===== src/rtl/crc_pkg.sv =====
// ============================================================================
// Module      : crc_pkg
// Description : Shared FSM state type and default widths for the CRC stream.
// Revision    : 1.0 - initial release
// ============================================================================
`default_nettype none

package crc_pkg;

  typedef enum logic [1:0] {
    IDLE  = 2'd0,
    SHIFT = 2'd1,
    DONE  = 2'd2
  } state_t;

  localparam int WCODE_DEF = 4;
  localparam int WPOLY_DEF = 3;
  localparam int BPC_DEF   = 1;

endpackage

`default_nettype wire


===== src/rtl/crc_step.sv =====
// ============================================================================
// Module      : crc_step
// Description : Combinational BPC-bit LFSR update, MSB-first data chunk.
// Revision    : 1.0 - initial release
// ============================================================================
`default_nettype none

module crc_step #(
  parameter int WPOLY = 3,
  parameter int BPC   = 1
) (
  input  logic [WPOLY-2:0] i_crc,
  input  logic [BPC-1:0]   i_data,
  input  logic [WPOLY-2:0] i_poly,
  output logic [WPOLY-2:0] o_crc
);

  logic [WPOLY-2:0] w_crc;
  logic             w_fb;

  // The x^(WPOLY-1) term is implicit, so only the low polynomial bits are applied.
  always_comb begin
    w_crc = i_crc;
    w_fb  = 1'b0;
    for (int i = BPC - 1; i >= 0; i--) begin
      w_fb  = w_crc[WPOLY-2] ^ i_data[i];
      w_crc = (w_crc << 1) ^ (w_fb ? i_poly : '0);
    end
    o_crc = w_crc;
  end

endmodule

`default_nettype wire


===== src/rtl/crc_stream.sv =====
// ============================================================================
// Module      : crc_stream
// Description : Word-serial streaming CRC with framing and result handshake.
//               Optional macro CRC_CHECK_EN adds i_crc_ref / o_match.
// Revision    : 1.0 - initial release
// ============================================================================
`default_nettype none

module crc_stream
  import crc_pkg::*;
#(
  parameter int WCODE = WCODE_DEF,
  parameter int WPOLY = WPOLY_DEF,
  parameter int BPC   = BPC_DEF
) (
  input  logic             i_clk,
  input  logic             i_rst_n,
  input  logic             i_valid,
  output logic             o_ready,
  input  logic [WCODE-1:0] i_data,
  input  logic             i_first,
  input  logic             i_last,
  input  logic [WPOLY-1:0] i_poly,
  input  logic [WPOLY-2:0] i_init,
  output logic [WPOLY-2:0] o_crc,
  output logic             o_valid,
  input  logic             i_ready
`ifdef CRC_CHECK_EN
  ,
  input  logic [WPOLY-2:0] i_crc_ref,
  output logic             o_match
`endif
);

  localparam int c_nchunk = WCODE / BPC;
  localparam int c_cntw   = $clog2(c_nchunk + 1);

  if ((WCODE % BPC) != 0 || WPOLY < 2) begin : g_bad_params
    $fatal(1, "crc_stream: WCODE must be a multiple of BPC and WPOLY >= 2");
  end

  state_t              state_q, state_d;
  logic [WPOLY-2:0]    crc_q, crc_d;
  logic [WPOLY-2:0]    poly_q, poly_d;
  logic [WCODE-1:0]    shreg_q, shreg_d;
  logic [c_cntw-1:0]   cnt_q, cnt_d;
  logic                last_q, last_d;
  logic [WPOLY-2:0]    w_crc_next;
  logic                unused_poly_msb;

  assign unused_poly_msb = i_poly[WPOLY-1];

  crc_step #(
    .WPOLY (WPOLY),
    .BPC   (BPC)
  ) u_step (
    .i_crc  (crc_q),
    .i_data (shreg_q[WCODE-1 -: BPC]),
    .i_poly (poly_q),
    .o_crc  (w_crc_next)
  );

  always_comb begin
    state_d = state_q;
    crc_d   = crc_q;
    poly_d  = poly_q;
    shreg_d = shreg_q;
    cnt_d   = cnt_q;
    last_d  = last_q;
    case (state_q)
      IDLE: begin
        if (i_valid) begin
          shreg_d = i_data;
          cnt_d   = c_cntw'(c_nchunk);
          last_d  = i_last;
          state_d = SHIFT;
          // Without i_first the frame continues on the held CRC and polynomial.
          if (i_first) begin
            crc_d  = i_init;
            poly_d = i_poly[WPOLY-2:0];
          end
        end
      end
      SHIFT: begin
        crc_d   = w_crc_next;
        shreg_d = shreg_q << BPC;
        cnt_d   = cnt_q - c_cntw'(1);
        if (cnt_q == c_cntw'(1)) begin
          state_d = last_q ? DONE : IDLE;
        end
      end
      DONE: begin
        if (i_ready) begin
          state_d = IDLE;
        end
      end
      default: state_d = IDLE;
    endcase
  end

  always_ff @(posedge i_clk) begin
    if (!i_rst_n) begin
      state_q <= IDLE;
      crc_q   <= '0;
      poly_q  <= '0;
      shreg_q <= '0;
      cnt_q   <= '0;
      last_q  <= 1'b0;
    end else begin
      state_q <= state_d;
      crc_q   <= crc_d;
      poly_q  <= poly_d;
      shreg_q <= shreg_d;
      cnt_q   <= cnt_d;
      last_q  <= last_d;
    end
  end

  assign o_ready = (state_q == IDLE) && i_rst_n;
  assign o_valid = (state_q == DONE);
  assign o_crc   = crc_q;

`ifdef CRC_CHECK_EN
  assign o_match = (o_crc == i_crc_ref) & o_valid;
`endif

endmodule

`default_nettype wire


===== config.mk =====
export PLATFORM = sky130hd
export DESIGN_NAME = crc_stream
export DESIGN_NICKNAME = d
export VERILOG_FILES = /design/src/rtl/crc_pkg.sv /design/src/rtl/crc_step.sv /design/src/rtl/crc_stream.sv
export SDC_FILE = /design/constraint.sdc
export NUM_CORES = 1
export LEC_CHECK = 0
export BUFFER_PORTS_ARGS = -buffer_cell sky130_fd_sc_hd__buf_2
export CORE_MARGIN = 3
export CORE_UTILIZATION = 44
export DETAILED_ROUTE_END_ITERATION = 8
export HOLD_SLACK_MARGIN = 0.02
export PLACE_DENSITY = 0.79
export SYNTH_ARGS = -nofsm -noshare
export SYNTH_HDL_FRONTEND = slang
export SYNTH_SLANG_ARGS = --single-unit

===== constraint.sdc =====
create_clock -name i_clk -period 1 [get_ports i_clk]
set_input_delay 0.15 -clock i_clk [delete_from_list [all_inputs] [get_ports i_clk]]
set_output_delay 0.15 -clock i_clk [all_outputs]
set_load 0.1 [all_outputs]

==> key figures <==
Global route
  • Vias in the first global route: 818
  • First-pass GRT wire length: 3.732 mm
  • Largest net degree at the start of global routing: 9
  • Antenna violations before repair: 0
  • Total GRT Usage: 0.2616
  • Total congestion overflow: 0

Synth
  • Syn Area/Cell: 8.321 um2
  • Top FF cell, synth: dfxtp_1
  • Syn Nets: 100
  • Yosys top cell by area: dfxtp_1
  • Synth top area cells: dfxtp_1 41%, nor2_1 7.1%, nand2_1 4.9%
  • Post-synthesis async set-or-reset flop share: 0
  • Ys Warns: 0
  • Number of enable flip-flop cells after synthesis: 0
  • Netlist cell types: 28
  • #FFs+latches synth: 14
  • Synth cell count leaders: 14 x dfxtp_1, 13 x nor2_1, 9 x nand2_1
  • Sequential share of the synthesized area: 0.4058
  • Most common cell in the synthesized netlist: dfxtp_1
  • Yosys top cell area share: 0.4058
  • Mapped Area: 690.7 um2
  • Synthesized instance count: 83

Timing
  • RSZ-0062 raised after global routing: yes
  • Final Cycle Share: 1.291
  • Worst clock skew: 8.059 ps
  • Final worst slack: -290.9 ps
  • Fmax: 774.7 MHz
  • Worst rel slew slack: 0.8232
  • Tmin final: 1291 ps
  • Hold Fails Final Rpt: 0
  • Worst-margin pin slew: 262.9 ps
  • Slew Limit Fails: 0
  • Sum of negative setup slack: -3726 ps
  • Final setup viols: 18

Cells and area
  • Fillers: 67
  • Antenna Cells: 0
  • Final non-filler cell total: 138
  • Final non-filler cell area: 1204 um2
  • Nets: 141
  • Area grow syn2layout: 74.27%
  • Ratio of cells with drive above 1 in the final layout: 0.5610

Run status
  • Status: finished with violations
  • Failing checks: setup timing

Critical path
  • CP delay by family, top: flip-flops
  • Max incr delay on CP: 380 ps
  • Setup crit end kind: primary output
  • CP Launch Type: flop
  • CP bufs+invs: 2
  • CP Class: flop to primary output
  • WP data required: 850 ps
  • Max stage delay cell, worst path: dfxtp_4
  • Cell Chain, Critical Path: buf_6 -> nor3_4 -> buf_12
  • Crit-path max FO: 6
  • Arr. time, crit path: 1140 ps

Clock tree
  • Worst-path clk slew: 100 ps
  • CTS Buffer Depth: 2
  • Clock sink total: 14
  • H-tree depth: 1
  • Clk_lat worst skew: 290 ps
  • Num CTS Buffers: 3
  • CTS tree: built
  • Root Buffer: clkbuf_4

Die
  • I/O pins: 19
  • Initial Util: 0.4995
  • Die ar.: 2081 um2
  • Core ar.: 1383 um2
  • Horiz. Die Dim: 45.62 um
  • Row count: 13
  • Die height: 45.62 um

Detailed routing
  • Initial drt markers: 35
  • Pre-antenna DRT Iters: 4
  • Routed wire length: 2.742 mm
  • Via Count: 840
  • Post-DRT Antenna Nets: 0
  • DR DRC count: 0
  • Drt via density: 6.087
  • Mean routed wirelength per cell: 19.87 um

Worst hold path
  • Hold crit path type: input pin to flop

Placed design
  • GPL Wtd Cong: 0.7562
  • Hpwl dp: 1.239 mm
  • Area after DPL: 964.7 um2
  • Placed cells: 124
  • PortBufs: 17

Pwr
  • Max VDD drop: 0.001023 V
  • Power density over cell area: 1267 nW/um2
  • LEAKAGE: 0.0005206 uW

Flow run
  • Total of max-cap violations: 0
==> worst register-to-register path, stage by stage (launching register included) <==
cell      delay, ps
dfxtp_4         380
buf_6           120
buf_6           120
nor2_4          140
nor2_4           50
buf_6           120
a311oi_2        250
==> report_power, final <==
part	total, uW	switching (uW)	internal (uW)
clock	360	215	145
combinational	515	278	236
sequential	650	52.7	598
total	1530	546	979
==> final cells by class <==
class | count | area, um2 | area share
clock inverters | 1 | 3.754 | 0.003119
multi-input cells | 59 | 494.2 | 0.4106
clock buffers | 3 | 22.52 | 0.01871
inverters | 7 | 28.78 | 0.02391
repair buffers | 39 | 340.3 | 0.2827
well taps | 15 | 18.77 | 0.01559
flip-flops and latches | 14 | 295.3 | 0.2453
==> per-stage QoR <==
step | util | total power, uW | hold WS, ps | worst slack [ps]
final | 0.8706 | 1525 | 120.5 | -290.9
after detailed placement | 0.6977 | 1025 | 400.4 | -134.5
after floorplan | - | 877.0 | 274.8 | -446.2
after global placement | 0.6977 | 1012 | 379.0 | -109.5
after global routing | 0.8706 | 1577 | 135.7 | -321.9
after CTS | 0.8281 | 1443 | 100.6 | -273.2
==> metal layers <==
layer  track usage  up-vias  share of wire
li1              -      375              -
met3       0.04348       15          0.057
met1        0.2785      404           0.37
met5             0        -              0
met2        0.4680       46           0.52
met4        0.1637        0          0.052
==> cells by family after synthesis <==
family                     after synthesis  synth area share
and+or+nand+nor                         32            0.2264
AOI/OAI and AO/OA                       21            0.2102
DFF                                     14            0.4058
buffers and inverters                   10           0.06521
muxes                                    3           0.04348
adders and majority gates                2           0.03623
xor gates and xnor gates                 1           0.01268
==> timing repair <==
item / in CTS / in global routing
gates resized for setup: 24 / 9
hold buffers: 0 / 0
gates cloned: 1 / 0
setup buffers: 7 / 2
endpoints found under the setup margin: 17 / 18
pin swaps: 13 / 13
==> worst paths after layout <==
kind         startpoint    endpoint  cells past startpoint  slack [ps]
max          state_q[0]     o_ready                      3        -290
min           i_data[2]  shreg_q[2]                      3         120
max reg2reg  state_q[0]  shreg_q[1]                      6        -280
min reg2reg  shreg_q[2]  shreg_q[3]                      2         490
==> flip-flops by register name, summed over array words and instances, names as in the netlist <==
name,cells
shreg_q,4
cnt_q,3
o_crc,2
poly_q,2
state_q,2
last_q,1
==> layout by cell type (no fill, tap or decap), types with 2 or more instances in the layout <==
cell type / synthesis / final
a21oi_1: 4 / 2
a21oi_2: 0 / 2
a311oi_1: 3 / 2
and3b_1: 2 / 2
buf_12: 0 / 4
buf_2: 0 / 13
buf_4: 2 / 14
buf_6: 0 / 8
clkbuf_4: 0 / 3
dfxtp_1: 14 / 10
dfxtp_4: 0 / 4
ha_1: 2 / 2
inv_1: 7 / 5
mux2i_1: 3 / 3
nand2_1: 9 / 7
nor2_1: 13 / 9
nor2_2: 1 / 2
nor2_4: 0 / 3
nor3_4: 0 / 2
o21ai_1: 0 / 2
Power figures use the tool's default switching activity.
